### src/rtl/pit_counter_block_pkg.sv
// rtl/pit_counter_block_pkg.sv - shared encodings for the programmable interval timer
// Purpose: mode and access-mode encodings, I/O port offsets and the control-word
//          mode decoder shared by pit_counter_block and pit_channel.
// Ports:   none (package)
package pit_counter_block_pkg;

    // Only three behaviours exist in this timer; every other mode folds onto these.
    typedef enum logic [1:0] {
        MODE0 = 2'd0,
        MODE2 = 2'd2,
        MODE3 = 2'd3
    } pit_mode_t;

    typedef enum logic [1:0] {
        RW_LATCH = 2'd0,
        RW_LSB   = 2'd1,
        RW_MSB   = 2'd2,
        RW_WORD  = 2'd3
    } pit_rw_t;

    localparam logic [1:0] CTRL   = 2'd3;
    localparam int         NUM_CH = 3;

    // Takes M[1:0] only: M[2] just separates 6/7 from their aliases 2/3 and
    // 4/5 from 0/1, so it never changes the result.
    function automatic pit_mode_t decode_mode(input logic [1:0] m);
        case (m)
            2'b10:   return MODE2;
            2'b11:   return MODE3;
            default: return MODE0;
        endcase
    endfunction

endpackage

### src/rtl/pit_channel.sv
// rtl/pit_channel.sv - one 16-bit counter channel of the interval timer
// Purpose: holds mode, access mode, reload, count, latch, byte toggles,
//          armed/load flags and the channel output; counts on tick.
// Ports:
//   clk, rst        clock and synchronous active-high reset
//   tick            count enable from the PIT clock-enable generator
//   gate            channel gate input
//   ctrl_wr         control word addressed to this channel
//   ctrl_rw         RW field of that control word
//   ctrl_mode       decoded mode of that control word
//   cnt_wr, cnt_rd  count register write / read strobes
//   wdata           write data byte
//   out             registered channel output
//   rdata           byte a read of this channel would return now
module pit_channel
    import pit_counter_block_pkg::*;
#(
    parameter logic RESET_OUT = 1'b0
) (
    input  logic       clk,
    input  logic       rst,
    input  logic       tick,
    input  logic       gate,
    input  logic       ctrl_wr,
    input  logic [1:0] ctrl_rw,
    input  logic [1:0] ctrl_mode,
    input  logic       cnt_wr,
    input  logic       cnt_rd,
    input  logic [7:0] wdata,
    output logic       out,
    output logic [7:0] rdata
);

    pit_mode_t   mode, n_mode;
    logic [1:0]  rw, n_rw;
    logic [15:0] reload, n_reload;
    logic [7:0]  lsb_hold, n_lsb_hold;
    logic [15:0] count, n_count;
    logic [15:0] latch, n_latch;
    logic        latch_full, n_latch_full;
    logic        wr_msb, n_wr_msb;
    logic        rd_msb, n_rd_msb;
    logic        armed, n_armed;
    logic        load_pending, n_load_pending;
    logic        n_out;
    logic        gate_prev;

    logic        wr_done;
    logic [15:0] rd_value;
    logic [16:0] reload_full;
    logic [15:0] half_hi;
    logic [15:0] half_lo;

    // Read byte: latched value wins over the live count.
    always_comb begin
        rd_value = latch_full ? latch : count;
        case (rw)
            RW_MSB:  rdata = rd_value[15:8];
            RW_WORD: rdata = rd_msb ? rd_value[15:8] : rd_value[7:0];
            default: rdata = rd_value[7:0];
        endcase
    end

    // Bus access is resolved first; the tick then acts on the post-access state.
    always_comb begin
        n_mode         = mode;
        n_rw           = rw;
        n_reload       = reload;
        n_lsb_hold     = lsb_hold;
        n_count        = count;
        n_latch        = latch;
        n_latch_full   = latch_full;
        n_wr_msb       = wr_msb;
        n_rd_msb       = rd_msb;
        n_armed        = armed;
        n_load_pending = load_pending;
        n_out          = out;
        wr_done        = 1'b0;

        if (ctrl_wr) begin
            if (ctrl_rw == RW_LATCH) begin
                // A latch that is still unread is kept as is.
                if (!latch_full) begin
                    n_latch      = count;
                    n_latch_full = 1'b1;
                end
            end else begin
                n_mode         = pit_mode_t'(ctrl_mode);
                n_rw           = ctrl_rw;
                n_wr_msb       = 1'b0;
                n_rd_msb       = 1'b0;
                n_armed        = 1'b0;
                n_load_pending = 1'b0;
                n_out          = (pit_mode_t'(ctrl_mode) == MODE0) ? 1'b0 : 1'b1;
            end
        end else if (cnt_wr) begin
            case (rw)
                RW_LSB: begin
                    n_reload = {8'h00, wdata};
                    wr_done  = 1'b1;
                end
                RW_MSB: begin
                    n_reload = {wdata, 8'h00};
                    wr_done  = 1'b1;
                end
                default: begin
                    if (!wr_msb) begin
                        n_lsb_hold = wdata;
                        n_wr_msb   = 1'b1;
                        // Mode 0 stops and drops out as soon as a new value starts.
                        if (mode == MODE0) begin
                            n_out          = 1'b0;
                            n_armed        = 1'b0;
                            n_load_pending = 1'b0;
                        end
                    end else begin
                        n_reload = {wdata, lsb_hold};
                        n_wr_msb = 1'b0;
                        wr_done  = 1'b1;
                    end
                end
            endcase
            if (wr_done) begin
                if (mode == MODE0) begin
                    n_out          = 1'b0;
                    n_armed        = 1'b1;
                    n_load_pending = 1'b1;
                end else if (!armed) begin
                    // A running periodic channel picks the value up at its next reload.
                    n_armed        = 1'b1;
                    n_load_pending = 1'b1;
                end
            end
        end else if (cnt_rd) begin
            if (rw == RW_WORD) begin
                n_rd_msb = !rd_msb;
                if (rd_msb) begin
                    n_latch_full = 1'b0;
                end
            end else begin
                n_latch_full = 1'b0;
            end
        end

        // Periodic modes restart from the reload value after a rising gate.
        if (gate && !gate_prev && n_armed && (n_mode != MODE0)) begin
            n_load_pending = 1'b1;
        end

        // Reload of 0 stands for 65536; half periods come from the 17-bit value.
        reload_full = (n_reload == 16'd0) ? 17'h10000 : {1'b0, n_reload};
        half_lo     = reload_full[16:1];
        half_hi     = reload_full[16:1] + {15'd0, reload_full[0]};

        if (tick && !ctrl_wr && n_armed) begin
            if (n_load_pending) begin
                n_load_pending = 1'b0;
                case (n_mode)
                    MODE3: begin
                        n_count = half_hi;
                        n_out   = 1'b1;
                    end
                    MODE2: begin
                        n_count = n_reload;
                        n_out   = 1'b1;
                    end
                    default: n_count = n_reload;
                endcase
            end else if (gate) begin
                case (n_mode)
                    MODE2: begin
                        if (n_count == 16'd1) begin
                            n_count = n_reload;
                            n_out   = 1'b1;
                        end else begin
                            if (n_count == 16'd2) begin
                                n_out = 1'b0;
                            end
                            n_count = n_count - 16'd1;
                        end
                    end
                    MODE3: begin
                        // The current output level tells which half period ended.
                        if (n_count == 16'd1) begin
                            if (n_out && (half_lo != 16'd0)) begin
                                n_out   = 1'b0;
                                n_count = half_lo;
                            end else begin
                                n_out   = 1'b1;
                                n_count = half_hi;
                            end
                        end else begin
                            n_count = n_count - 16'd1;
                        end
                    end
                    default: begin
                        if (n_count == 16'd1) begin
                            n_out = 1'b1;
                        end
                        n_count = n_count - 16'd1;
                    end
                endcase
            end
        end

        if ((n_mode != MODE0) && !gate) begin
            n_out = 1'b1;
        end
    end

    always_ff @(posedge clk) begin
        if (rst) begin
            mode         <= MODE0;
            rw           <= RW_WORD;
            reload       <= 16'd0;
            lsb_hold     <= 8'd0;
            count        <= 16'd0;
            latch        <= 16'd0;
            latch_full   <= 1'b0;
            wr_msb       <= 1'b0;
            rd_msb       <= 1'b0;
            armed        <= 1'b0;
            load_pending <= 1'b0;
            out          <= RESET_OUT;
            gate_prev    <= 1'b0;
        end else begin
            mode         <= n_mode;
            rw           <= n_rw;
            reload       <= n_reload;
            lsb_hold     <= n_lsb_hold;
            count        <= n_count;
            latch        <= n_latch;
            latch_full   <= n_latch_full;
            wr_msb       <= n_wr_msb;
            rd_msb       <= n_rd_msb;
            armed        <= n_armed;
            load_pending <= n_load_pending;
            out          <= n_out;
            gate_prev    <= gate;
        end
    end

endmodule

### src/rtl/pit_counter_block.sv
// rtl/pit_counter_block.sv - 8254-compatible three-channel interval timer
// Purpose: address decode, control-word routing to the three pit_channel
//          instances and the registered read-data mux.
// Ports:
//   iClk, iRst          10MHz clock, synchronous active-high reset
//   iClkEnPit           count tick
//   iAddr               0..2 count registers, 3 control word
//   iWr, iRd            write / read strobes (write wins when both are set)
//   iData, oData        write data, registered read data
//   iGate0..2           channel gates
//   oOut0..2            channel outputs
module pit_counter_block
    import pit_counter_block_pkg::*;
#(
    parameter logic RESET_OUT = 1'b0
) (
    input  logic       iClk,
    input  logic       iRst,
    input  logic       iClkEnPit,
    input  logic [1:0] iAddr,
    input  logic       iWr,
    input  logic       iRd,
    input  logic [7:0] iData,
    output logic [7:0] oData,
    input  logic       iGate0,
    input  logic       iGate1,
    input  logic       iGate2,
    output logic       oOut0,
    output logic       oOut1,
    output logic       oOut2
);

    logic [NUM_CH-1:0]      gate_vec;
    logic [NUM_CH-1:0]      out_vec;
    logic [NUM_CH-1:0]      ctrl_wr;
    logic [NUM_CH-1:0]      cnt_wr;
    logic [NUM_CH-1:0]      cnt_rd;
    logic [NUM_CH-1:0][7:0] rbyte;
    logic                   ctrl_hit;
    logic                   rd_en;
    logic [1:0]             ctrl_mode;
    logic                   unused_bits;

    assign gate_vec = {iGate2, iGate1, iGate0};
    assign oOut0    = out_vec[0];
    assign oOut1    = out_vec[1];
    assign oOut2    = out_vec[2];

    assign ctrl_hit    = iWr && (iAddr == CTRL);
    assign rd_en       = iRd && !iWr;
    assign ctrl_mode   = decode_mode(iData[2:1]);
    // BCD select is not supported; M[2] never changes the decoded mode.
    assign unused_bits = ^{iData[3], iData[0]};

    for (genvar ch = 0; ch < NUM_CH; ch++) begin : g_ch
        // SC = 3 (read-back) matches no channel and is dropped here.
        assign ctrl_wr[ch] = ctrl_hit && (iData[7:6] == 2'(ch));
        assign cnt_wr[ch]  = iWr && (iAddr == 2'(ch));
        assign cnt_rd[ch]  = rd_en && (iAddr == 2'(ch));

        pit_channel #(
            .RESET_OUT(RESET_OUT)
        ) u_ch (
            .clk      (iClk),
            .rst      (iRst),
            .tick     (iClkEnPit),
            .gate     (gate_vec[ch]),
            .ctrl_wr  (ctrl_wr[ch]),
            .ctrl_rw  (iData[5:4]),
            .ctrl_mode(ctrl_mode),
            .cnt_wr   (cnt_wr[ch]),
            .cnt_rd   (cnt_rd[ch]),
            .wdata    (iData),
            .out      (out_vec[ch]),
            .rdata    (rbyte[ch])
        );
    end

    always_ff @(posedge iClk) begin
        if (iRst) begin
            oData <= 8'h00;
        end else if (rd_en) begin
            case (iAddr)
                2'd0:    oData <= rbyte[0];
                2'd1:    oData <= rbyte[1];
                2'd2:    oData <= rbyte[2];
                default: oData <= 8'hFF;
            endcase
        end
    end

endmodule

### config.mk
export PLATFORM = sky130hd
export DESIGN_NAME = pit_counter_block
export DESIGN_NICKNAME = d
export VERILOG_FILES = /design/src/rtl/pit_counter_block_pkg.sv /design/src/rtl/pit_channel.sv /design/src/rtl/pit_counter_block.sv
export SDC_FILE = /design/constraint.sdc
export NUM_CORES = 1
export LEC_CHECK = 0
export CAP_MARGIN = 20
export CORE_ASPECT_RATIO = 0.5
export CORE_MARGIN = 5
export CORE_UTILIZATION = 65
export CTS_BUF_LIST = sky130_fd_sc_hd__clkbuf_2 sky130_fd_sc_hd__clkbuf_4 sky130_fd_sc_hd__clkbuf_8
export DETAILED_ROUTE_END_ITERATION = 10
export DONT_BUFFER_PORTS = 1
export GPL_TIMING_DRIVEN = 0
export PLACE_DENSITY = 0.81
export SLEW_MARGIN = 25
export SYNTH_ARGS = -nofsm -noshare
export SYNTH_HDL_FRONTEND = slang
export SYNTH_SLANG_ARGS = --single-unit
### constraint.sdc
create_clock -name iClk -period 8.7 [get_ports iClk]
set_clock_uncertainty 0.15 [all_clocks]
set_input_delay 1.305 -clock iClk [delete_from_list [all_inputs] [get_ports iClk]]
set_output_delay 1.305 -clock iClk [all_outputs]
set_load 0.02 [all_outputs]
Word level (Yosys, flattened, before mapping):

Index checks and enable logic that the tools add are counted.

* equality and inequality tests: 43
* reduce and logical (&&, ||, !) cells: 103
* bitwise operators: 10
* muxes and demuxes: 221
* $add $sub $neg: 6

Operators with widths (number)
* $mux W16: 30
* $pmux W16 S2: 6
* $mux W1: 165
* $mux W17: 3
* $add A16 B1 Y16: 3
* $eq A16 B1 Y1 const B: 3
* $eq A16 B2 Y1 const B: 3
* $logic_not A16 Y1: 3
* $pmux W8 S2: 3
* $reduce_bool A16 Y1: 3
* $sub A16 B1 Y16 const B: 3
* $reduce_and A4 Y1: 9
* $eq A2 B2 Y1 const B: 17
* $logic_and A1 B1 Y1: 32
* $reduce_bool A2 Y1: 15
* $mux W8: 3
* $pmux W8 S3: 1
* $reduce_and A2 Y1: 9
* $reduce_or A2 Y1: 9
* $logic_not A2 Y1: 7
* $logic_not A1 Y1: 13
* $mux W2: 6
* $ne A2 B1 Y1 const B: 6
* $ne A2 B2 Y1 const B: 6
* 6 further kinds: 25

* output and inout bits: 11
* input port bits: 18
* bits in registers: 209

Longest topological paths before layout:

* depth after elaboration: 16
* depth in mapped cells: 17

Cells and area by module:

From an unflattened synthesis, not the netlist that was laid out.

* cell total of the unflattened synthesis: 2078
* area, all modules: 15334.7 µm²

By module, submodules not included
* pit_channel (g_ch[1].u_ch): seq. area each 1341.3 µm², instances 1, cells each 689, area an instance 4986.0 µm²
* pit_channel (g_ch[0].u_ch): seq. area each 1341.3 µm², instances 1, cells each 657, area an instance 4932.2 µm²
* pit_channel (g_ch[2].u_ch): seq. area each 1341.3 µm², instances 1, cells each 669, area an instance 4829.6 µm²
* pit_counter_block: seq. area each 160.2 µm², instances 1, cells each 63, area an instance 586.8 µm²

Worst setup path after synthesis:

Ideal clock, no wire load.

* path type: input -> register
* start point: input iAddr[0]
* end point: register g_ch[1].u_ch.count[10]
* slack: 4.019 ns
* setup time: 0.086 ns
* cell stages on the path: 17
* arrival time: 4.446 ns
* cell sequence: buf_2 > and3b_1 > buf_2 > clkbuf_1 > nand3_1 > o21ai_0 > a221oi_1 > inv_1 > ha_1 > ha_1 > o2111a_1 > a31o_2 > nand3_1 > or2_2 > mux2i_1 > a211o_1 > a211oi_1

* word-level cells in the longest chain between the ends: 13
* elaborated cells between the ends (all ways): 37

RTL lines
* start, declared: RTL line pit_counter_block.sv:20 `input logic [1:0] iAddr,`
* $eq A2 B1 Y1 / $eq A2 B2 Y1 (equally long branches): RTL line pit_counter_block.sv:58, pit_counter_block.sv:49
* $logic_and A1 B1 Y1, on equally long branches: RTL line pit_counter_block.sv:58, pit_counter_block.sv:49
* $mux W16 / $logic_and A1 B1 Y1 (equally long branches): RTL line pit_channel.sv:96, pit_counter_block.sv:57
* $mux W16 (*): RTL line pit_channel.sv:80 `if (ctrl_wr) begin`
* net g_ch[1].u_ch.n_reload[0]: RTL line pit_channel.sv:36 `logic [15:0] reload, n_reload;`
* $logic_not A16 Y1: RTL line pit_channel.sv:151 `reload_full = (n_reload == 16'd0) ? 17'h10000 : {1'b0, n_reload};`
* $mux W17 (*): RTL line pit_channel.sv:151
* parallel branches: the longest is 6 deep, another holds $add A16 B1 Y16
* $mux W16 (*): RTL line pit_channel.sv:156 `if (n_load_pending) begin`
* end signal, assigned: RTL line pit_channel.sv:231 `count <= n_count;`
* end, declared: RTL line pit_channel.sv:38 `logic [15:0] count, n_count;`

Mark *: on every way through the listed nets, which the timed path passes. The select of a mux whose other input is x is not followed.
A chain may end at the register's enable or synchronous reset.

Worst setup path after layout:

* start point: input iWr
* end point: register g_ch[1].u_ch.count[10]

* word-level cells in the longest chain between the ends: 12
* elaborated cells between the ends (all ways): 35

RTL lines
* start, declared: RTL line pit_counter_block.sv:21 `input logic iWr,`
* $logic_and A1 B1 Y1, on equally long branches: RTL line pit_counter_block.sv:58, pit_counter_block.sv:49
* $mux W16 / $logic_and A1 B1 Y1 (equally long branches): RTL line pit_channel.sv:96, pit_counter_block.sv:57
* $mux W16 (*): RTL line pit_channel.sv:80
* net g_ch[1].u_ch.n_reload[0]: RTL line pit_channel.sv:36
* $logic_not A16 Y1: RTL line pit_channel.sv:151
* $mux W17 (*): RTL line pit_channel.sv:151
* parallel branches: the longest is 6 deep, another holds $add A16 B1 Y16
* $mux W16 (*): RTL line pit_channel.sv:156

Marked as above.

==> impl_metrics.py <==
metrics = {
    "cts": {
        "hold_buffers": 0,
        "post_cts_buffers": 0,
        "cts_root_buffer": "clkbuf_8",
        "path_clk_slew_ps": 70,
        "worstSkewPairLatency_ps": 630,
        "clock_path_buffers": 3,
        "cts_sinks": 209,
        "htreeDepth": 1,
        "post_cts_resized": 0,
        "numCtsBuffers": 30,
        "cts_tree": "yes",
    },
    "setup_path": {
        "critPathMaxStageDelay_ps": 850,
        "crit_arrival_ps": 5560,
        "criticalPathCategory": "primary input to flip-flop",
        "cp_cell_sequence": "buf_2 -> and3b_1 -> buf_2 -> clkbuf_1 -> nand3_1 -> o21ai_0 -> a221oi_1 -> inv_1 -> ha_1 -> ha_1 -> o2111a_1 -> a31o_2 -> nand3_1 -> mux2i_1 -> a211oi_1 -> a211oi_1 -> a211oi_1",
        "worstPathMaxFanout": 10,
        "worstSetupStartpointType": "primary input",
        "critPathSlowestCell": "a221oi_1",
        "cp.required_ps": 9070,
        "endpoint_kind": "flip-flop",
        "cp_common_cell": "a211oi_1",
    },
    "sta": {
        "slew_viol_final": 0,
        "setup_tns_ps": 0,
        "setup_viol": 0,
        "layout_worst_path_cycle_share_pct": 59.7,
        "fmax_mhz": 193,
        "final.min_clock_period_ps": 5190,
        "rsz0062_at_grt": "no",
        "maxSlewHeadroom_pct": 17.1,
        "tightest_slew_ps": 1240,
        "finalHoldViolCount": 0,
    },
    "detailed_routing": {
        "drt_first_pass_iters": 6,
        "via_per_inst": 7.29,
        "drt_iter0_drc": 2897,
        "ant_nets": 0,
        "wl_per_cell_um": 25.0,
        "drc": 0,
        "wl_um": 57500,
        "num_vias": 16800,
    },
    "synthesis": {
        "synth_fp_nets": 1980,
        "netlist_area_um2": 14800,
        "synthCells": 1935,
        "seq_area_frac_synth_pct": 28.3,
        "async_flop_share_pct": 0,
        "ys_warn_count": 0,
        "synth_ff_type": "dfxtp_1",
        "synth-edff-count": 0,
        "ys_ff_latch": 209,
        "ys_types": 83,
        "syn_area_per_cell_um2": 7.64,
    },
    "finish": {
        "final_util_pct": 70.3,
        "fill_cells": 1915,
        "syn2layout_area_growth_pct": 7.43,
        "final_common_cell": "nor2_1",
        "final_nets": 2012,
        "layout-drive-gt1-share_pct": 6.03,
        "final_cell_mix": "250 x nor2_1, 209 x dfxtp_1, 130 x mux2i_1",
    },
    "die": {
        "die_w_um": 223,
        "die_area_um2": 26000,
        "io_pins": 29,
        "rows": 39,
        "fp.dieH_um": 117,
        "core-area_um2": 22600,
        "start_util_pct": 65.4,
    },
    "place": {
        "hpwl_um": 42100,
        "port_buffers": 0,
        "gp_congestion": 1.05,
    },
    "global_routing": {
        "grt_max_degree": 15,
        "grt_overflow": 0,
        "grt_pass1_wl_um": 87100,
        "grt_pass1_vias": 15300,
        "grt_use_total_pct": 42.0,
        "antenna_found_initial": 2,
    },
    "pwr": {
        "power_density_nw_per_um2": 135,
        "totalPowerFinal_uw": 2150,
        "ir_worst_vdd_v": 0.000128,
        "p_leak_uw": 0.00561,
    },
    "worst_hold_path": {
        "timing.hold.worst.class": "flip-flop to flip-flop",
    },
    "flow_run": {
        "max-cap-violations": 0,
    },
    "outcome": {
        "outcome": "finished clean",
    },
}
## per-stage QoR
stage,cell area [um^2],instances,hold slack [ps],setup slack (ps)
finish,15900,2298,320,3510
global placement,15200,2242,313,3060
floorplan,14800,1935,287,4020
CTS,15900,2297,325,3590
global route,15900,2298,367,3360
detailed placement,15200,2242,308,2980
## cells by family after synthesis
group                    after synthesis  synth area share [%]
flip-flops                           209                  28.3
XOR/XNOR                              67                  3.97
AND/OR/NAND/NOR                      753                  25.3
multiplexers                         142                  9.72
AO/OA/AOI/OAI                        554                  25.6
adder cells (fa/ha/maj)               27                  2.29
buffers and inverters                183                  4.88
## sequential cells by signal, indices dropped and copies added (netlist names)
name and flops:
g_ch.u_ch.armed 3, g_ch.u_ch.count 48, g_ch.u_ch.gate_prev 3, g_ch.u_ch.latch 48
g_ch.u_ch.latch_full 3, g_ch.u_ch.load_pending 3, g_ch.u_ch.lsb_hold 24, g_ch.u_ch.mode 6
g_ch.u_ch.out 3, g_ch.u_ch.rd_msb 3, g_ch.u_ch.reload 48, g_ch.u_ch.rw 6
g_ch.u_ch.wr_msb 3, oData 8
## metal layers
layer | up-vias | global-route usage [%] | part of all wire [%]
met1 | 7929 | 54.4 | 38
met5 | - | 0 | 0
li1 | 7322 | - | -
met4 | 0 | 20.7 | 5.5
met3 | 244 | 12.1 | 14
met2 | 1261 | 65.2 | 42
## final timing paths
| kind | cells past startpoint | end | slack, ps | from |
|---|---|---|---|---|
| max | 17 | g_ch[1].u_ch.count[10] | 3510 | iWr |
| min | 2 | g_ch[2].u_ch.lsb_hold[0] | 320 | g_ch[2].u_ch.lsb_hold[0] |
| max reg2reg | 13 | g_ch[0].u_ch.count[1] | 3810 | g_ch[0].u_ch.rw[0] |
| min reg2reg | 2 | g_ch[2].u_ch.lsb_hold[0] | 320 | g_ch[2].u_ch.lsb_hold[0] |
## synth_stat cells, types with 11 or more instances
cell / count / area, um^2
nand2b_1: 14 / 87.6
dfxtp_1: 209 / 4180
or3_1: 12 / 75.1
mux2i_1: 130 / 1300
buf_2: 16 / 80.1
o31ai_1: 18 / 135
clkbuf_1: 116 / 435
xor2_1: 25 / 219
o211ai_1: 19 / 143
o21ai_0: 128 / 641
nor3_1: 81 / 405
ha_1: 27 / 338
nor2_1: 251 / 942
xnor2_1: 42 / 368
nor4_1: 30 / 188
a22o_1: 13 / 114
and2_1: 25 / 156
nand2_1: 128 / 480
nand3b_1: 18 / 135
a31oi_1: 30 / 188
o22ai_1: 30 / 188
nand4_1: 24 / 150
a22oi_1: 28 / 210
nor2b_1: 11 / 68.8
inv_1: 42 / 158
and3_1: 19 / 119
o221ai_1: 20 / 175
mux2_2: 12 / 135
a21oi_1: 89 / 445
nand3_1: 80 / 400
a211oi_1: 46 / 345
## report_power, final
group	internal (uW)	switching, uW	total [uW]	leakage [uW]
registers	969	14.1	984	0.00169
logic	71.8	176	247	0.00355
clock network	498	417	916	0.000364
## worst max-delay path: cells and delay by family
family,cells,cell delay (ps)
simple gates,3,680
compound gates,7,2070
fa+ha+maj,2,570
mux,1,130
buf+inv,4,800
## area by class of cell
class,instances,area [um^2],area share [%]
sequential,209,4180,26.4
tap,307,384,2.42
multi-input combinational,1543,9900,62.3
clock inverter,6,82.6,0.520
buffer,141,564,3.55
antenna,1,2.50,0.0158
inverter,42,158,0.993
clock buffer,49,606,3.81
Note: power is estimated with default switching activity, not from simulation.
